===== src/rtl/alu32_scheduler_pkg.sv =====
// alu32_scheduler shared types and constants.
// Op codes, FSM encodings and flag bit positions.
package alu32_scheduler_pkg;

  localparam int N_REQ = 4;
  localparam int WIDTH = 32;
  localparam int IDW   = 2;

  localparam int FLG_C = 3;
  localparam int FLG_N = 2;
  localparam int FLG_Z = 1;
  localparam int FLG_V = 0;

  typedef enum logic [1:0] {
    ST_IDLE = 2'b00,
    ST_EXEC = 2'b01,
    ST_RESP = 2'b10
  } state_e;

  typedef enum logic [2:0] {
    OP_NOTA = 3'b000,
    OP_NOTB = 3'b001,
    OP_AND  = 3'b010,
    OP_OR   = 3'b011,
    OP_XOR  = 3'b100,
    OP_XNOR = 3'b101,
    OP_ADD  = 3'b110,
    OP_SUB  = 3'b111
  } op_e;

  function automatic logic [N_REQ-1:0] onehot4(
    input logic [IDW-1:0] idx
  );
    return 4'b0001 << idx;
  endfunction

endpackage


===== src/rtl/alu32_scheduler_if.sv =====
// Requester, ALU and response signals of the scheduler.
// slave = scheduler side, master = environment side.
interface alu32_scheduler_if;
  import alu32_scheduler_pkg::*;

  logic [N_REQ-1:0]       req;
  logic [3*N_REQ-1:0]     req_op;
  logic [WIDTH*N_REQ-1:0] req_a;
  logic [WIDTH*N_REQ-1:0] req_b;
  logic [N_REQ-1:0]       gnt;

  logic [WIDTH-1:0] alu_a;
  logic [WIDTH-1:0] alu_b;
  logic [2:0]       alu_op;
  logic [WIDTH-1:0] alu_y;
  logic [3:0]       alu_flags;

  logic             rsp_valid;
  logic             rsp_ready;
  logic [IDW-1:0]   rsp_id;
  logic [WIDTH-1:0] rsp_y;
  logic [3:0]       rsp_flags;
  logic             busy;

  modport slave (
    input  req, req_op, req_a, req_b,
    input  alu_y, alu_flags, rsp_ready,
    output gnt, alu_a, alu_b, alu_op,
    output rsp_valid, rsp_id, rsp_y,
    output rsp_flags, busy
  );

  modport master (
    output req, req_op, req_a, req_b,
    output alu_y, alu_flags, rsp_ready,
    input  gnt, alu_a, alu_b, alu_op,
    input  rsp_valid, rsp_id, rsp_y,
    input  rsp_flags, busy
  );

endinterface


===== src/rtl/alu32_scheduler_arb.sv =====
// Four-way round-robin arbiter, purely combinational.
// Rotate by pointer, pick lowest, rotate back.
module rr_arbiter4 (
  input  logic [3:0] req_i,
  input  logic [1:0] ptr_i,
  output logic [1:0] win_o,
  output logic       valid_o
);

  logic [7:0] dbl;
  logic [3:0] rot;
  logic [1:0] pick;

  // Search upward from ptr_i with wrap-around
  always_comb begin
    dbl  = {req_i, req_i};
    rot  = dbl[ptr_i +: 4];
    pick = 2'd0;
    priority case (1'b1)
      rot[0]:  pick = 2'd0;
      rot[1]:  pick = 2'd1;
      rot[2]:  pick = 2'd2;
      rot[3]:  pick = 2'd3;
      default: pick = 2'd0;
    endcase
    win_o   = pick + ptr_i;
    valid_o = |req_i;
  end

endmodule


===== src/rtl/alu32_scheduler.sv =====
// Shares one external combinational ALU among four requesters.
// IDLE grants, EXEC captures the result, RESP holds it until taken.
module alu32_scheduler
  import alu32_scheduler_pkg::*;
(
  input logic              clk,
  input logic              reset,
  alu32_scheduler_if.slave bus
);

  state_e           state_q;
  logic [IDW-1:0]   rr_ptr_q;
  logic [IDW-1:0]   id_q;
  logic [N_REQ-1:0] gnt_q;
  logic [WIDTH-1:0] alu_a_q;
  logic [WIDTH-1:0] alu_b_q;
  logic [2:0]       alu_op_q;
  logic             rsp_valid_q;
  logic [IDW-1:0]   rsp_id_q;
  logic [WIDTH-1:0] rsp_y_q;
  logic [3:0]       rsp_flags_q;

  logic [IDW-1:0]   win;
  logic             win_vld;
  logic [WIDTH-1:0] win_a_d;
  logic [WIDTH-1:0] win_b_d;
  logic [2:0]       win_op_d;

  rr_arbiter4 u_arb (
    .req_i   (bus.req),
    .ptr_i   (rr_ptr_q),
    .win_o   (win),
    .valid_o (win_vld)
  );

  // Slice out the winning requester's operands
  always_comb begin
    win_a_d  = bus.req_a[int'(win)*WIDTH +: WIDTH];
    win_b_d  = bus.req_b[int'(win)*WIDTH +: WIDTH];
    win_op_d = bus.req_op[int'(win)*3 +: 3];
  end

  // Scheduler FSM with registered outputs
  always_ff @(posedge clk) begin
    if (reset) begin
      state_q     <= ST_IDLE;
      rr_ptr_q    <= '0;
      id_q        <= '0;
      gnt_q       <= '0;
      alu_a_q     <= '0;
      alu_b_q     <= '0;
      alu_op_q    <= '0;
      rsp_valid_q <= 1'b0;
      rsp_id_q    <= '0;
      rsp_y_q     <= '0;
      rsp_flags_q <= '0;
    end else begin
      unique case (state_q)
        ST_IDLE: begin
          if (win_vld) begin
            alu_a_q  <= win_a_d;
            alu_b_q  <= win_b_d;
            alu_op_q <= win_op_d;
            gnt_q    <= onehot4(win);
            id_q     <= win;
            rr_ptr_q <= win + 2'd1;
            state_q  <= ST_EXEC;
          end
        end
        ST_EXEC: begin
          gnt_q       <= '0;
          rsp_y_q     <= bus.alu_y;
          rsp_flags_q <= bus.alu_flags;
          rsp_id_q    <= id_q;
          rsp_valid_q <= 1'b1;
          state_q     <= ST_RESP;
        end
        ST_RESP: begin
          if (rsp_valid_q && bus.rsp_ready) begin
            rsp_valid_q <= 1'b0;
            state_q     <= ST_IDLE;
          end
        end
        default: state_q <= ST_IDLE;
      endcase
    end
  end

  assign bus.gnt       = gnt_q;
  assign bus.alu_a     = alu_a_q;
  assign bus.alu_b     = alu_b_q;
  assign bus.alu_op    = alu_op_q;
  assign bus.rsp_valid = rsp_valid_q;
  assign bus.rsp_id    = rsp_id_q;
  assign bus.rsp_y     = rsp_y_q;
  assign bus.rsp_flags = rsp_flags_q;
  assign bus.busy      = (state_q != ST_IDLE);

endmodule

===== src/flat_wrapper.sv =====
// flat-port wrapper written by rule: the top's interface ports become plain ports
module alu32_scheduler_flat import alu32_scheduler_pkg::*;
  (clk, reset, bus_req, bus_req_op, bus_req_a, bus_req_b, bus_alu_y, bus_alu_flags, bus_rsp_ready, bus_gnt, bus_alu_a, bus_alu_b, bus_alu_op, bus_rsp_valid, bus_rsp_id, bus_rsp_y, bus_rsp_flags, bus_busy);
  alu32_scheduler_if bus_i ();
  input logic clk;
  input logic reset;
  input wire logic [$bits(bus_i.req)-1:0] bus_req;
  input wire logic [$bits(bus_i.req_op)-1:0] bus_req_op;
  input wire logic [$bits(bus_i.req_a)-1:0] bus_req_a;
  input wire logic [$bits(bus_i.req_b)-1:0] bus_req_b;
  input wire logic [$bits(bus_i.alu_y)-1:0] bus_alu_y;
  input wire logic [$bits(bus_i.alu_flags)-1:0] bus_alu_flags;
  input wire logic [$bits(bus_i.rsp_ready)-1:0] bus_rsp_ready;
  output wire logic [$bits(bus_i.gnt)-1:0] bus_gnt;
  output wire logic [$bits(bus_i.alu_a)-1:0] bus_alu_a;
  output wire logic [$bits(bus_i.alu_b)-1:0] bus_alu_b;
  output wire logic [$bits(bus_i.alu_op)-1:0] bus_alu_op;
  output wire logic [$bits(bus_i.rsp_valid)-1:0] bus_rsp_valid;
  output wire logic [$bits(bus_i.rsp_id)-1:0] bus_rsp_id;
  output wire logic [$bits(bus_i.rsp_y)-1:0] bus_rsp_y;
  output wire logic [$bits(bus_i.rsp_flags)-1:0] bus_rsp_flags;
  output wire logic [$bits(bus_i.busy)-1:0] bus_busy;
  assign bus_i.req = bus_req;
  assign bus_i.req_op = bus_req_op;
  assign bus_i.req_a = bus_req_a;
  assign bus_i.req_b = bus_req_b;
  assign bus_i.alu_y = bus_alu_y;
  assign bus_i.alu_flags = bus_alu_flags;
  assign bus_i.rsp_ready = bus_rsp_ready;
  assign bus_gnt = bus_i.gnt;
  assign bus_alu_a = bus_i.alu_a;
  assign bus_alu_b = bus_i.alu_b;
  assign bus_alu_op = bus_i.alu_op;
  assign bus_rsp_valid = bus_i.rsp_valid;
  assign bus_rsp_id = bus_i.rsp_id;
  assign bus_rsp_y = bus_i.rsp_y;
  assign bus_rsp_flags = bus_i.rsp_flags;
  assign bus_busy = bus_i.busy;
  alu32_scheduler u_core (.clk(clk), .reset(reset), .bus(bus_i));
endmodule

===== config.mk =====
export PLATFORM = sky130hd
export DESIGN_NAME = alu32_scheduler_flat
export DESIGN_NICKNAME = d
export VERILOG_FILES = /design/src/rtl/alu32_scheduler_pkg.sv /design/src/rtl/alu32_scheduler_if.sv /design/src/rtl/alu32_scheduler_arb.sv /design/src/rtl/alu32_scheduler.sv /design/src/flat_wrapper.sv
export SDC_FILE = /design/constraint.sdc
export NUM_CORES = 1
export LEC_CHECK = 0
export BUFFER_PORTS_ARGS = -buffer_cell sky130_fd_sc_hd__buf_2
export CAP_MARGIN = 20
export CORE_AREA = 2 2 163 165
export CTS_BUF_LIST = sky130_fd_sc_hd__clkbuf_16
export CTS_CLUSTER_DIAMETER = 60
export DETAILED_ROUTE_END_ITERATION = 8
export DIE_AREA = 0 0 165 167
export PLACE_DENSITY_LB_ADDON = 0.25
export SETUP_SLACK_MARGIN = 0.4
export SYNTH_ARGS = -nofsm -noshare
export SYNTH_HDL_FRONTEND = slang
export SYNTH_SLANG_ARGS = --single-unit

===== constraint.sdc =====
create_clock -name clk -period 3.9 [get_ports clk]
set_clock_uncertainty 0.15 [all_clocks]
set_input_delay 0.195 -clock clk [delete_from_list [all_inputs] [get_ports clk]]
set_output_delay 0.195 -clock clk [all_outputs]
set_load 0.05 [all_outputs]

== Word-level counts from Yosys, hierarchy flattened ==
Cells that the tools add are included.

* $add $sub $neg: 2
* Multipliers: 1
* Div/mod/pow operators: 0
* Order comparisons: 0
* Eq/ne operators: 4
* Shift-type cells: 5
* Multiplexer cells: 11
* Bitwise logic cells: 0
* Reduce and logical (&&, ||, !) cells: 10

{| class="wikitable"
|+ Operator list
! cell !! number
|-
| $shiftx 128x8->32 || 2
|-
| $shiftx 12x32->3 || 1
|-
| $mux 2 || 6
|-
| $pmux 4 s2 || 1
|-
| $reduce_and 2->1 || 4
|-
| $shiftx 8x3->4 || 1
|-
| $pmux 2 s3 || 1
|-
| $reduce_bool 2->1 || 3
|-
| $mul 2x2->4 const B || 1
|-
| $mux 4 || 1
|-
| $reduce_or 4->1 || 1
|-
| $shl 1x2->4 const A || 1
|-
| $add 2x1->2 const B || 1
|-
| $add 2x2->2 || 1
|-
| $eq 2x1->1 const B || 1
|-
| $eq 2x2->1 const B || 1
|-
| $logic_not 2->1 || 1
|-
| $ne 2x1->1 const B || 1
|-
| $ne 2x2->1 const B || 1
|-
| $pmux 1 s2 || 1
|-
| $logic_and 1x1->1 || 1
|-
| $mux 1 || 1
|}

* Register bits: 116
* Latch bits: 0
* RAM bits: 0
* Memory bits (read-only): 0
* Input bits: 311
* Output and inout port bits: 111
* Word-level logic and storage cells: 44
* Memories kept: 0

== Depth between registers and ports, before layout ==
* Depth after elaboration: 9
* Mapped depth: 13
* Mapped depth without buffers: 11

== Modules after synthesis ==
From an unflattened synthesis, not the netlist that was laid out.

* Cell total of the unflattened synthesis: 473
* Area, all modules: 5557.8 sq um

{| class="wikitable"
|+ Modules (own cells, without submodules)
! module !! instances !! cells each !! area an instance (sq um) !! seq. area each (sq um)
|-
| alu32_scheduler || 1 || 451 || 5396.4 || 2322.2
|-
| rr_arbiter4 || 1 || 22 || 161.4 || 0.0
|}

== Worst setup path before layout ==
Ideal clock, no wire load.

* Path kind: reg-to-reg
* Start point: reg u_core.rr_ptr_q[1]
* End point: reg u_core.alu_a_q[0] (netlist: u_core.bus.alu_a[0])
* Library setup time: 130 ps
* Arrival: 3132 ps
* Required time: 3620 ps
* Slack: 488 ps
* Stages on the path, launching flop included: 13
* Path buffers: 6
* Clock period less this slack: 3412 ps
* Path through: dfxtp_1 buf_2 clkbuf_1 a221oi_1 a31oi_1 a211o_1 ha_1 clkbuf_1 buf_2 clkbuf_1 clkbuf_1 mux2i_1 o221ai_2

* Word-level cells in the longest chain between the ends: 7

{| class="wikitable"
|+ RTL lines
! item !! RTL line !! RTL
|-
| start, declared || alu32_scheduler.sv:12 || <nowiki>logic [IDW-1:0] rr_ptr_q;</nowiki>
|-
| start signal, assigned || alu32_scheduler.sv:66 || <nowiki>rr_ptr_q <= win + 2'd1;</nowiki>
|-
| $shiftx 8x3->4 * || alu32_scheduler_arb.sv:17 || <nowiki>rot = dbl[ptr_i +: 4];</nowiki>
|-
| $mux 2 (3 in series) || alu32_scheduler_arb.sv:19 || <nowiki>priority case (1'b1)</nowiki>
|-
| $mux 2 * || alu32_scheduler_arb.sv:19 ||
|-
| $add 2x2->2 * || alu32_scheduler_arb.sv:26 || <nowiki>win_o = pick + ptr_i;</nowiki>
|-
| named net u_core.u_arb.win_o[0] || alu32_scheduler_arb.sv:6 || <nowiki>output logic [1:0] win_o,</nowiki>
|-
| $shiftx 128x8->32 * || alu32_scheduler.sv:38 || <nowiki>win_a_d = bus.req_a[int'(win)*WIDTH +: WIDTH];</nowiki>
|-
| end signal, assigned || alu32_scheduler.sv:61 || <nowiki>alu_a_q <= win_a_d;</nowiki>
|-
| end, declared || alu32_scheduler.sv:15 || <nowiki>logic [WIDTH-1:0] alu_a_q;</nowiki>
|}

Mark *: on every way through the listed nets, which the timed path passes. The rest lies on a longest branch.
A chain may end at the register's enable or synchronous reset.

== Final worst setup path ==
* Start point: reg u_core.rr_ptr_q[0]
* End point: reg u_core.alu_b_q[4] (netlist: u_core.bus.alu_b[4])

* Word-level cells in the longest chain between the ends: 7

{| class="wikitable"
|+ RTL lines
! item !! RTL line !! RTL
|-
| $shiftx 8x3->4 || alu32_scheduler_arb.sv:17 ||
|-
| $mux 2 (4 in series) || alu32_scheduler_arb.sv:19 ||
|-
| $add 2x2->2 * || alu32_scheduler_arb.sv:26 ||
|-
| named net u_core.u_arb.win_o[0] || alu32_scheduler_arb.sv:6 ||
|-
| $shiftx 128x8->32 * || alu32_scheduler.sv:39 || <nowiki>win_b_d = bus.req_b[int'(win)*WIDTH +: WIDTH];</nowiki>
|-
| end signal, assigned || alu32_scheduler.sv:62 || <nowiki>alu_b_q <= win_b_d;</nowiki>
|-
| end, declared || alu32_scheduler.sv:16 || <nowiki>logic [WIDTH-1:0] alu_b_q;</nowiki>
|}

Marked as above.

==> flow_metrics.tcl <==
set metrics [dict create \
    cts_buffer_depth 2 \
    vdd_drop_max_mv 0.412 \
    design_area_mm2 0.0124 \
    required_ps 4040 \
    dp_slack_ps 540 \
    power_density_mw_per_mm2 733 \
    routabilityCongestion 0.774 \
    synth_fa_ha_area_frac 0.00178 \
    start_util 0.272 \
    utilization 0.483 \
    synth_area_leaders "dfxtp_1 (33%), mux2_2 (15%), nand2_1 (6.7%)" \
    dp_hpwl_um 18500 \
    cts_setup_buffers 0 \
    slowest_delay_ps 570 \
    grt_max_degree 94 \
    clock_latency_ps 410 \
    synth.largest_area_cell "dfxtp_1" \
    syn_nets 1114 \
    setup_ws_ps 544 \
    cts_root_buf "clkbuf_16" \
    crit_fanout 52 \
    leakagePower_uw 0.00546 \
    hold_class "in2reg" \
    drt_iter0_drc 529 \
    yosysTopAreaCellShare 0.331 \
    synth_ff_type "dfxtp_1" \
    vias 8618 \
    track_usage 0.204 \
    fmax_mhz 298 \
    critPathSlowestCell "dlygate4sd3_1" \
    htree_levels 4 \
    yosysSeqAreaShare 0.331 \
    area_growth_pct 77.3 \
    path_cells "nor2_1 > a221oi_1 > a31oi_1 > a211o_1 > ha_4 > buf_16 > mux2_2 > dlygate4sd3_1 > a221o_1" \
    antenna_left 0 \
    cts_tree "built" \
    place_inst 1493 \
    synth.avg_cell_area_um2 8.75 \
    async_flop_share 0 \
    grt-ovfl-total 0 \
    fin_crit_sh 0.861 \
    synthDistinctLibCells 46 \
    core_mm2 0.0258 \
    num-nets-final 1733 \
    endpoint_kind "register" \
    numClockSinks 116 \
    rows 59 \
    syn_inst 802 \
    crit_arrival_ps 3500 \
    slew_violations 0 \
    setup_tns_ps 0 \
    startpoint_type "register" \
    wl_per_cell_um 16.5 \
    grt_pass1_vias 8845 \
    setup_viol 0 \
    clk_pin_slew_worst_paths_ps 60 \
    ios 422 \
    yosys-mux-area-fraction 0.212 \
    hold_violations 0 \
    antenna_found_initial 2 \
    numCtsBuffers 17 \
    portBuffers 421 \
    die_w_um 165 \
    run_status "finished, final reports clean" \
    drive_above_1_share 0.428 \
    final_common_cell "buf_2" \
    place_area_mm2 0.00938 \
    yosysWarnings 0 \
    synth_edf_count 0 \
    avgViaCountPerCell 4.87 \
    synth-compound-area-share 0.224 \
    routed_wl_um 29100 \
    layout.cells.non_filler 1769 \
    layout_common_cells "buf_2 (420), dlygate4sd3_1 (243), nand2_1 (126)" \
    remaining_drc_errors 0 \
    slew_headroom 0.250 \
    setup.worst_path.class "reg2reg" \
    dieArea_mm2 0.0276 \
    netlist_area_mm2 0.00702 \
    min_period_ps 3360 \
    grt_pass1_wl_um 44900 \
    synth_top_family_by_area "compound AO/OA/AOI/OAI gates" \
    synth-simple-area-share 0.176 \
    die_height_um 167 \
    worst_slew_pin_slew_ps 1120 \
    synth-xor-area-share 0.00339 \
    rsz0062_at_grt "true" \
    ys_ff_latch 116 \
    first_pass_iters 5 \
    max-cap-violations 0 \
]
[state kept, by name, summed over array words and instances (netlist names)]
signal and cells:
u_core.rr_ptr_q 2, u_core.bus.rsp_y 32, u_core.bus.rsp_valid 1, u_core.bus.rsp_flags 4
u_core.bus.alu_b 32, u_core.bus.rsp_id 2, u_core.bus.gnt 4, u_core.bus.alu_a 32
u_core.bus.alu_op 3, u_core.state_q 2, u_core.id_q 2
[stage by stage]
stage          hold WS, ps  power (uW)
2_1_floorplan          149        5680
3_3_place_gp           289        6840
3_5_place_dp           292        6850
4_1_cts              0.173        9100
5_1_grt               10.4        9630
6_report              13.0        9120
[what timing repair did]
action | 4_1_cts | 5_1_grt
endpoints found under the setup margin | 0 | 43
endpoints found under the hold margin | 100 | 0
hold buffers | 243 | 0
resized for setup | 0 | 4
[critical path, delay by kind of cell, from the launching register on]
kind                       cells  cell delay [ps]
DFF                            1              450
buffers and inverters          2              820
muxes                          1              370
adders and majority gates      1              330
and+or+nand+nor                1               70
AOI/OAI and AO/OA              4             1000
[cell type report]
class,instances,area (um2)
diodes,1,2.50
clock buffers,17,425
clock inverters,14,164
fillers,2405,13300
inverters,3,11.3
multi-input cells,604,4380
flip-flops and latches,116,2320
well taps,335,419
repair buffers,679,4710
[per-layer routing]
layer	up-vias	share of wire	track usage
li1	4218	-	-
met1	3993	0.40	0.229
met2	348	0.50	0.366
met3	57	0.071	0.0506
met4	2	0.027	0.0809
met5	-	0.00045	0
[where the power goes]
part           switching, uW  total, uW  internal (uW)
Sequential               232       1810           1580
Clock                    601       1600            997
Combinational           3290       5710           2420
[worst paths after layout]
kind                     endpoint  cells after the start  slack (ps)            startpoint
max           u_core.bus.alu_b[4]                      9         540    u_core.rr_ptr_q[0]
min          u_core.bus.alu_b[16]                      3          10         bus_req_b[80]
max reg2reg   u_core.bus.alu_b[4]                      9         540    u_core.rr_ptr_q[0]
min reg2reg  u_core.bus.rsp_y[17]                      2         300  u_core.bus.rsp_y[17]
[cells in the mapped netlist, types with 2 or more instances]
master     number
nor2b_1         2
nor4_1          2
dfxtp_1       116
or3_1           3
a211o_1         2
o221ai_2       20
or2_2          22
mux2_2         92
a22oi_1        21
inv_1           3
a221o_1        45
nand2_1       126
nand3b_1        7
o2111ai_1       2
buf_2           7
nand2b_1        3
mux2i_1        45
a21oi_1        92
nor2_1         17
nor3_1         25
clkbuf_1       55
buf_1          10
nand3_1        52
a211oi_1        2
o21ai_0         5
buf_6           6
[cells by family after synthesis]
kind of cell	after synthesis
AOI/OAI and AO/OA	200
muxes	137
buffers and inverters	82
DFF	116
adders and majority gates	1
xor gates and xnor gates	1
and+or+nand+nor	265
No activity file was read; power rests on OpenSTA's default activity.
